### src/rtl/uart_rx.sv
// UART 8N1 receiver: two-flop synchronised input, mid-bit sampling, valid/ready output, sticky errors.
// Define UART_RX_FIFO_EN to replace the one-entry holding register with a FIFO_DEPTH-entry FIFO.
module uart_rx #(
    parameter int CLKS_PER_BIT = 104,
    parameter int FIFO_DEPTH   = 4
) (
    input  logic       clock,
    input  logic       reset,
    input  logic       uartRxPin,
    output logic [7:0] data,
    output logic       valid,
    input  logic       ready,
    output logic       busy,
    output logic       frameError,
    output logic       overrun,
    input  logic       errClear
);

    localparam int            TW      = $clog2(CLKS_PER_BIT);
    localparam logic [TW-1:0] LAST    = TW'(CLKS_PER_BIT - 1);
    localparam logic [TW-1:0] HALF_M1 = TW'(CLKS_PER_BIT / 2 - 1);

    typedef enum logic [2:0] {
        S_IDLE,
        S_START,
        S_DATA,
        S_STOP,
        S_BREAK
    } state_t;

    state_t        state, state_next;
    logic [TW-1:0] timer, timer_next;
    logic [2:0]    bit_idx, bit_next;
    logic [7:0]    shift, shift_next;
    logic          rx_meta, rxs;
    logic          push, ferr_set, pop, overrun_set;

    // NOTE: sequential state uses non-blocking assignments so every flop samples pre-edge values.
    always_ff @(posedge clock) begin
        if (reset) begin
            rx_meta <= 1'b1;
            rxs     <= 1'b1;
        end else begin
            rx_meta <= uartRxPin;
            rxs     <= rx_meta;
        end
    end

    always_ff @(posedge clock) begin
        if (reset) begin
            state   <= S_IDLE;
            timer   <= '0;
            bit_idx <= '0;
            shift   <= '0;
        end else begin
            state   <= state_next;
            timer   <= timer_next;
            bit_idx <= bit_next;
            shift   <= shift_next;
        end
    end

    always_comb begin
        // NOTE: every output of this block is defaulted first so no path can infer a latch.
        state_next = state;
        timer_next = timer;
        bit_next   = bit_idx;
        shift_next = shift;
        push       = 1'b0;
        ferr_set   = 1'b0;
        unique case (state)
            S_IDLE: begin
                timer_next = '0;
                if (!rxs) state_next = S_START;
            end
            S_START: begin
                if (timer == HALF_M1) begin
                    // A start bit that is high again at mid-bit was only a glitch.
                    state_next = rxs ? S_IDLE : S_DATA;
                    timer_next = '0;
                    bit_next   = '0;
                end else begin
                    timer_next = timer + 1'b1;
                end
            end
            S_DATA: begin
                if (timer == LAST) begin
                    timer_next = '0;
                    shift_next = {rxs, shift[7:1]};
                    bit_next   = bit_idx + 1'b1;
                    if (bit_idx == 3'd7) state_next = S_STOP;
                end else begin
                    timer_next = timer + 1'b1;
                end
            end
            S_STOP: begin
                if (timer == LAST) begin
                    timer_next = '0;
                    if (rxs) begin
                        push       = 1'b1;
                        state_next = S_IDLE;
                    end else begin
                        ferr_set   = 1'b1;
                        state_next = S_BREAK;
                    end
                end else begin
                    timer_next = timer + 1'b1;
                end
            end
            S_BREAK: begin
                timer_next = '0;
                if (rxs) state_next = S_IDLE;
            end
            default: state_next = S_IDLE;
        endcase
    end

    assign busy = (state != S_IDLE);

`ifdef UART_RX_FIFO_EN
    localparam int AW = $clog2(FIFO_DEPTH);

    logic [7:0]    mem [FIFO_DEPTH];
    logic [AW-1:0] wr_ptr, rd_ptr;
    logic [AW:0]   count;
    logic          full, accept;

    assign full        = (count == (AW + 1)'(FIFO_DEPTH));
    assign pop         = (count != '0) && ready;
    assign accept      = push && (!full || pop);
    assign overrun_set = push && !accept;
    assign valid       = (count != '0);
    assign data        = valid ? mem[rd_ptr] : 8'h00;

    // NOTE: storage array has no reset; count gates every read, so stale entries are never visible.
    always_ff @(posedge clock) begin
        if (accept) mem[wr_ptr] <= shift;
    end

    always_ff @(posedge clock) begin
        if (reset) begin
            wr_ptr <= '0;
            rd_ptr <= '0;
            count  <= '0;
        end else begin
            if (accept) wr_ptr <= wr_ptr + 1'b1;
            if (pop)    rd_ptr <= rd_ptr + 1'b1;
            case ({accept, pop})
                2'b10:   count <= count + 1'b1;
                2'b01:   count <= count - 1'b1;
                default: count <= count;
            endcase
        end
    end
`else
    logic [7:0] hold_data;
    logic       hold_valid;

    assign pop         = hold_valid && ready;
    assign overrun_set = push && hold_valid && !pop;
    assign valid       = hold_valid;
    assign data        = hold_data;

    always_ff @(posedge clock) begin
        if (reset) begin
            hold_data  <= 8'h00;
            hold_valid <= 1'b0;
        end else if (push && (!hold_valid || pop)) begin
            hold_data  <= shift;
            hold_valid <= 1'b1;
        end else if (pop) begin
            hold_valid <= 1'b0;
        end
    end
`endif

    // Sticky flags: a set in the same cycle as errClear wins.
    always_ff @(posedge clock) begin
        if (reset) begin
            frameError <= 1'b0;
            overrun    <= 1'b0;
        end else begin
            frameError <= ferr_set | (frameError & ~errClear);
            overrun    <= overrun_set | (overrun & ~errClear);
        end
    end

endmodule

### config.mk
export PLATFORM = sky130hd
export DESIGN_NAME = uart_rx
export DESIGN_NICKNAME = d
export VERILOG_FILES = /design/src/rtl/uart_rx.sv
export SDC_FILE = /design/constraint.sdc
export NUM_CORES = 1
export LEC_CHECK = 0
export ABC_CLOCK_PERIOD_IN_PS = 1360
export CAP_MARGIN = 20
export CORE_UTILIZATION = 45
export CTS_CLUSTER_SIZE = 25
export DETAILED_ROUTE_END_ITERATION = 10
export GPL_ROUTABILITY_DRIVEN = 0
export GPL_TIMING_DRIVEN = 0
export PLACE_DENSITY_LB_ADDON = 0.15
export SYNTH_ARGS = -nofsm -noshare
export SYNTH_HDL_FRONTEND = slang
export SYNTH_SLANG_ARGS = --single-unit
### constraint.sdc
create_clock -name clock -period 1.36 [get_ports clock]
set_input_delay 0.204 -clock clock [delete_from_list [all_inputs] [get_ports clock]]
set_output_delay 0.204 -clock clock [all_outputs]
set_load 0.05 [all_outputs]
==> impl_metrics.yaml <==
cts:
  clock_latency_ps: 330
  clock_sinks: 34
  cts_max_level: 2
  cts_max_path_buffers: 2
  clk_pin_slew_ps: 110
  ctsHoldBuffers: 0
  cts_tree: "done"
  cts_buffers: 5
  cts_root_buffer: "clkbuf_4"
hold_path:
  worstHoldStart: "rx_meta"
  holdPathEnd: "rxs"
  hold_path.class: "flip-flop to flip-flop"
  min_path_cells: 1
floorplanning:
  die_area_mm2: 0.00367
  core_area_mm2: 0.00315
  ioPinCount: 17
  die_h_um: 60.6
  num_rows: 20
  die_w_um: 60.6
  initial_core_util_pct: 49.0
setup_path:
  endpoint_kind: "output pin"
  r2r-end: "shift[2]"
  critPathMaxFanout: 4
  crit_start: "state[2]"
  slowest_delay_ps: 350
  slowest_stage: "dfxtp_2"
  r2r_slack_ps: -90
  critPathKind: "flip-flop to output pin"
  cp_cell_sequence: "buf_8, or3_1, buf_6"
  crit_arrival_ps: 1270
  startpoint_type: "flip-flop"
  r2r_start: "timer[0]"
  cp.required_ps: 1160
  r2r_cells: 6
synth:
  synth-seq-area-share_pct: 44.1
  syn_area_mm2: 0.00154
  syn-num-nets: 174
  synth-seq-cells: 34
  synth_area_leaders: "dfxtp_1, mux2i_1, nand2b_1"
  syn_inst: 166
  synth_top_area_cell: "dfxtp_1"
  yosysWarnings: 0
  synth_cell_types: 36
  syn_avg_cell_area_um2: 9.30
  synth.top_cell.area_share_pct: 44.1
pwr:
  irDropWorstVdd_mv: 0.745
  power_density_mw_per_mm2: 768
  p_leak_nw: 0.911
  total_power_mw: 1.67
global_routing:
  grt_overflow: 0
  grt.total_usage_pct: 21.1
  grt_pass1_wl_um: 5600
  antenna_found_initial: 0
  grt_max_degree: 11
  grt_pass1_vias: 1211
route:
  antenna_left: 0
  dr.pass1.iters: 4
  drc_errors: 0
  routed_via_density: 5.35
  vias: 1342
  routed_wl_um: 3710
  wl_per_cell_um: 14.8
  first_iter_violations: 40
finish:
  fill_cells: 254
  synthToLayoutAreaGrowth_pct: 40.4
  diodes: 0
  drive_gt1_share_pct: 38.2
  fin_cells: 251
  fin_nets: 214
sta:
  slew_violations: 0
  rsz0062_at_grt: "true"
  timing.final.ws_setup_ps: -115
  fin_crit_sh_pct: 108
  hold_violations: 0
  worst_slew_pin_slew_ps: 737
  min_period_ps: 1480
  fin_skew_ps: 8.88
  finalSetupViolCount: 18
  fmax_mhz: 678
  slew_headroom_pct: 50.7
  timing.hold.ws_ps: 420
placement:
  io_buffers: 16
  dp_cells: 226
  hpwl_um: 2220
  pre_cts_ws_ps: -789
flow_run:
  cap_violations: 0
outcome:
  status: "complete, but fails checks"
  violations: "negative setup slack"
-- worst max path at each step --
stage                          end  slack [ps]  cells past startpoint
after floorplan           shift[1]           5                      6
after global placement    shift[5]        -720                      5
after detailed placement  shift[2]        -790                      5
after CTS                     busy        -150                      3
after global routing          busy        -140                      3
final                         busy        -120                      3
-- worst max-delay path: cells and delay by family, from the launching register on --
family / cells / cell delay [ps]
simple gates: 1 / 310
flops: 1 / 350
buf+inv: 2 / 280
-- synthesized netlist by cell type --
master,instances
nor2b_1,10
a31oi_1,1
and4b_1,2
o32ai_1,1
nand4_1,4
o21ai_0,9
nor2_1,12
nand2b_1,13
o211ai_1,2
a32oi_1,1
or3_1,2
buf_6,1
o21ai_1,8
nor4_1,1
clkbuf_1,6
xnor2_1,1
nand2b_4,1
buf_2,1
a21oi_1,4
nor3_1,9
nand3_2,1
nand4b_4,1
ha_1,3
buf_4,2
xor2_1,4
and3b_1,1
mux2i_1,11
nand4b_1,2
and3_1,3
o21ba_2,1
inv_1,2
nand2_1,6
a211oi_1,1
dfxtp_1,34
or2_2,3
a2bb2oi_1,2
-- metal layers --
| metal | track usage, % | wire length [µm] | up-vias |
|---|---|---|---|
| met5 | 0 | 0 | - |
| met4 | 11.4 | 55 | 0 |
| met3 | 4.90 | 90 | 6 |
| met2 | 31.9 | 1850 | 16 |
| met1 | 28.0 | 1720 | 651 |
| li1 | - | - | 669 |
-- logic make-up (layout without fill, tap and decap cells) --
group / count (synthesis) / count (layout) / synth area share (%)
buffers and inverters: 12 / 53 / 3.97
AOI/OAI and AO/OA: 30 / 30 / 11.6
muxes: 11 / 11 / 7.13
xor gates and xnor gates: 5 / 5 / 2.84
adders and majority gates: 3 / 3 / 2.43
DFF: 34 / 34 / 44.1
and+or+nand+nor: 71 / 71 / 28.0
-- through the flow --
stage	util, %	setup TNS [ps]	area [µm²]
after floorplan	-	0	1560
after global placement	56.3	-14820	1780
after detailed placement	56.3	-15920	1780
after CTS	63.9	-516	2020
after global routing	68.8	-1950	2170
final	68.8	-719	2170
-- cell usage in the layout, fill, tap and decap left out, drive strengths merged, types with 6 or more instances in the layout --
cell type,count
dfxtp,34
nand2,6
clkdlybuf4s15,11
mux2i,11
o21ai,17
nor2,12
buf,23
clkbuf,12
nor2b,10
nor3,9
nand2b,14
-- final cells by class --
type	instances	area (µm²)	share of cell area, %
tap	44	55.1	2.54
timing repair buffer	35	357	16.4
inverter	2	7.51	0.346
clock buffer	7	55.1	2.54
buffer	8	63.8	2.94
sequential	34	708	32.7
multi-input combinational	120	917	42.3
clock inverter	1	5.00	0.231
-- sequential cells by signal (all words and copies together) (netlist names), 3 cells and up --
name     cells
data         8
state        3
shift        8
timer        7
bit_idx      3
-- power by group --
group | switching (mW) | internal, mW
Combinational | 0.0421 | 0.0369
Sequential | 0.00738 | 0.990
Clock | 0.339 | 0.251
Total | 0.388 | 1.28
-- timing repair --
item / CTS / global route
endpoints found under the setup margin: 42 / 31
resized for setup: 67 / 33
endpoints found under the hold margin: 0 / 0
buffers inserted: 10 / 10
pin swaps: 4 / 19
gates cloned: 1 / 0
Note: power is estimated with default switching activity, not from simulation.
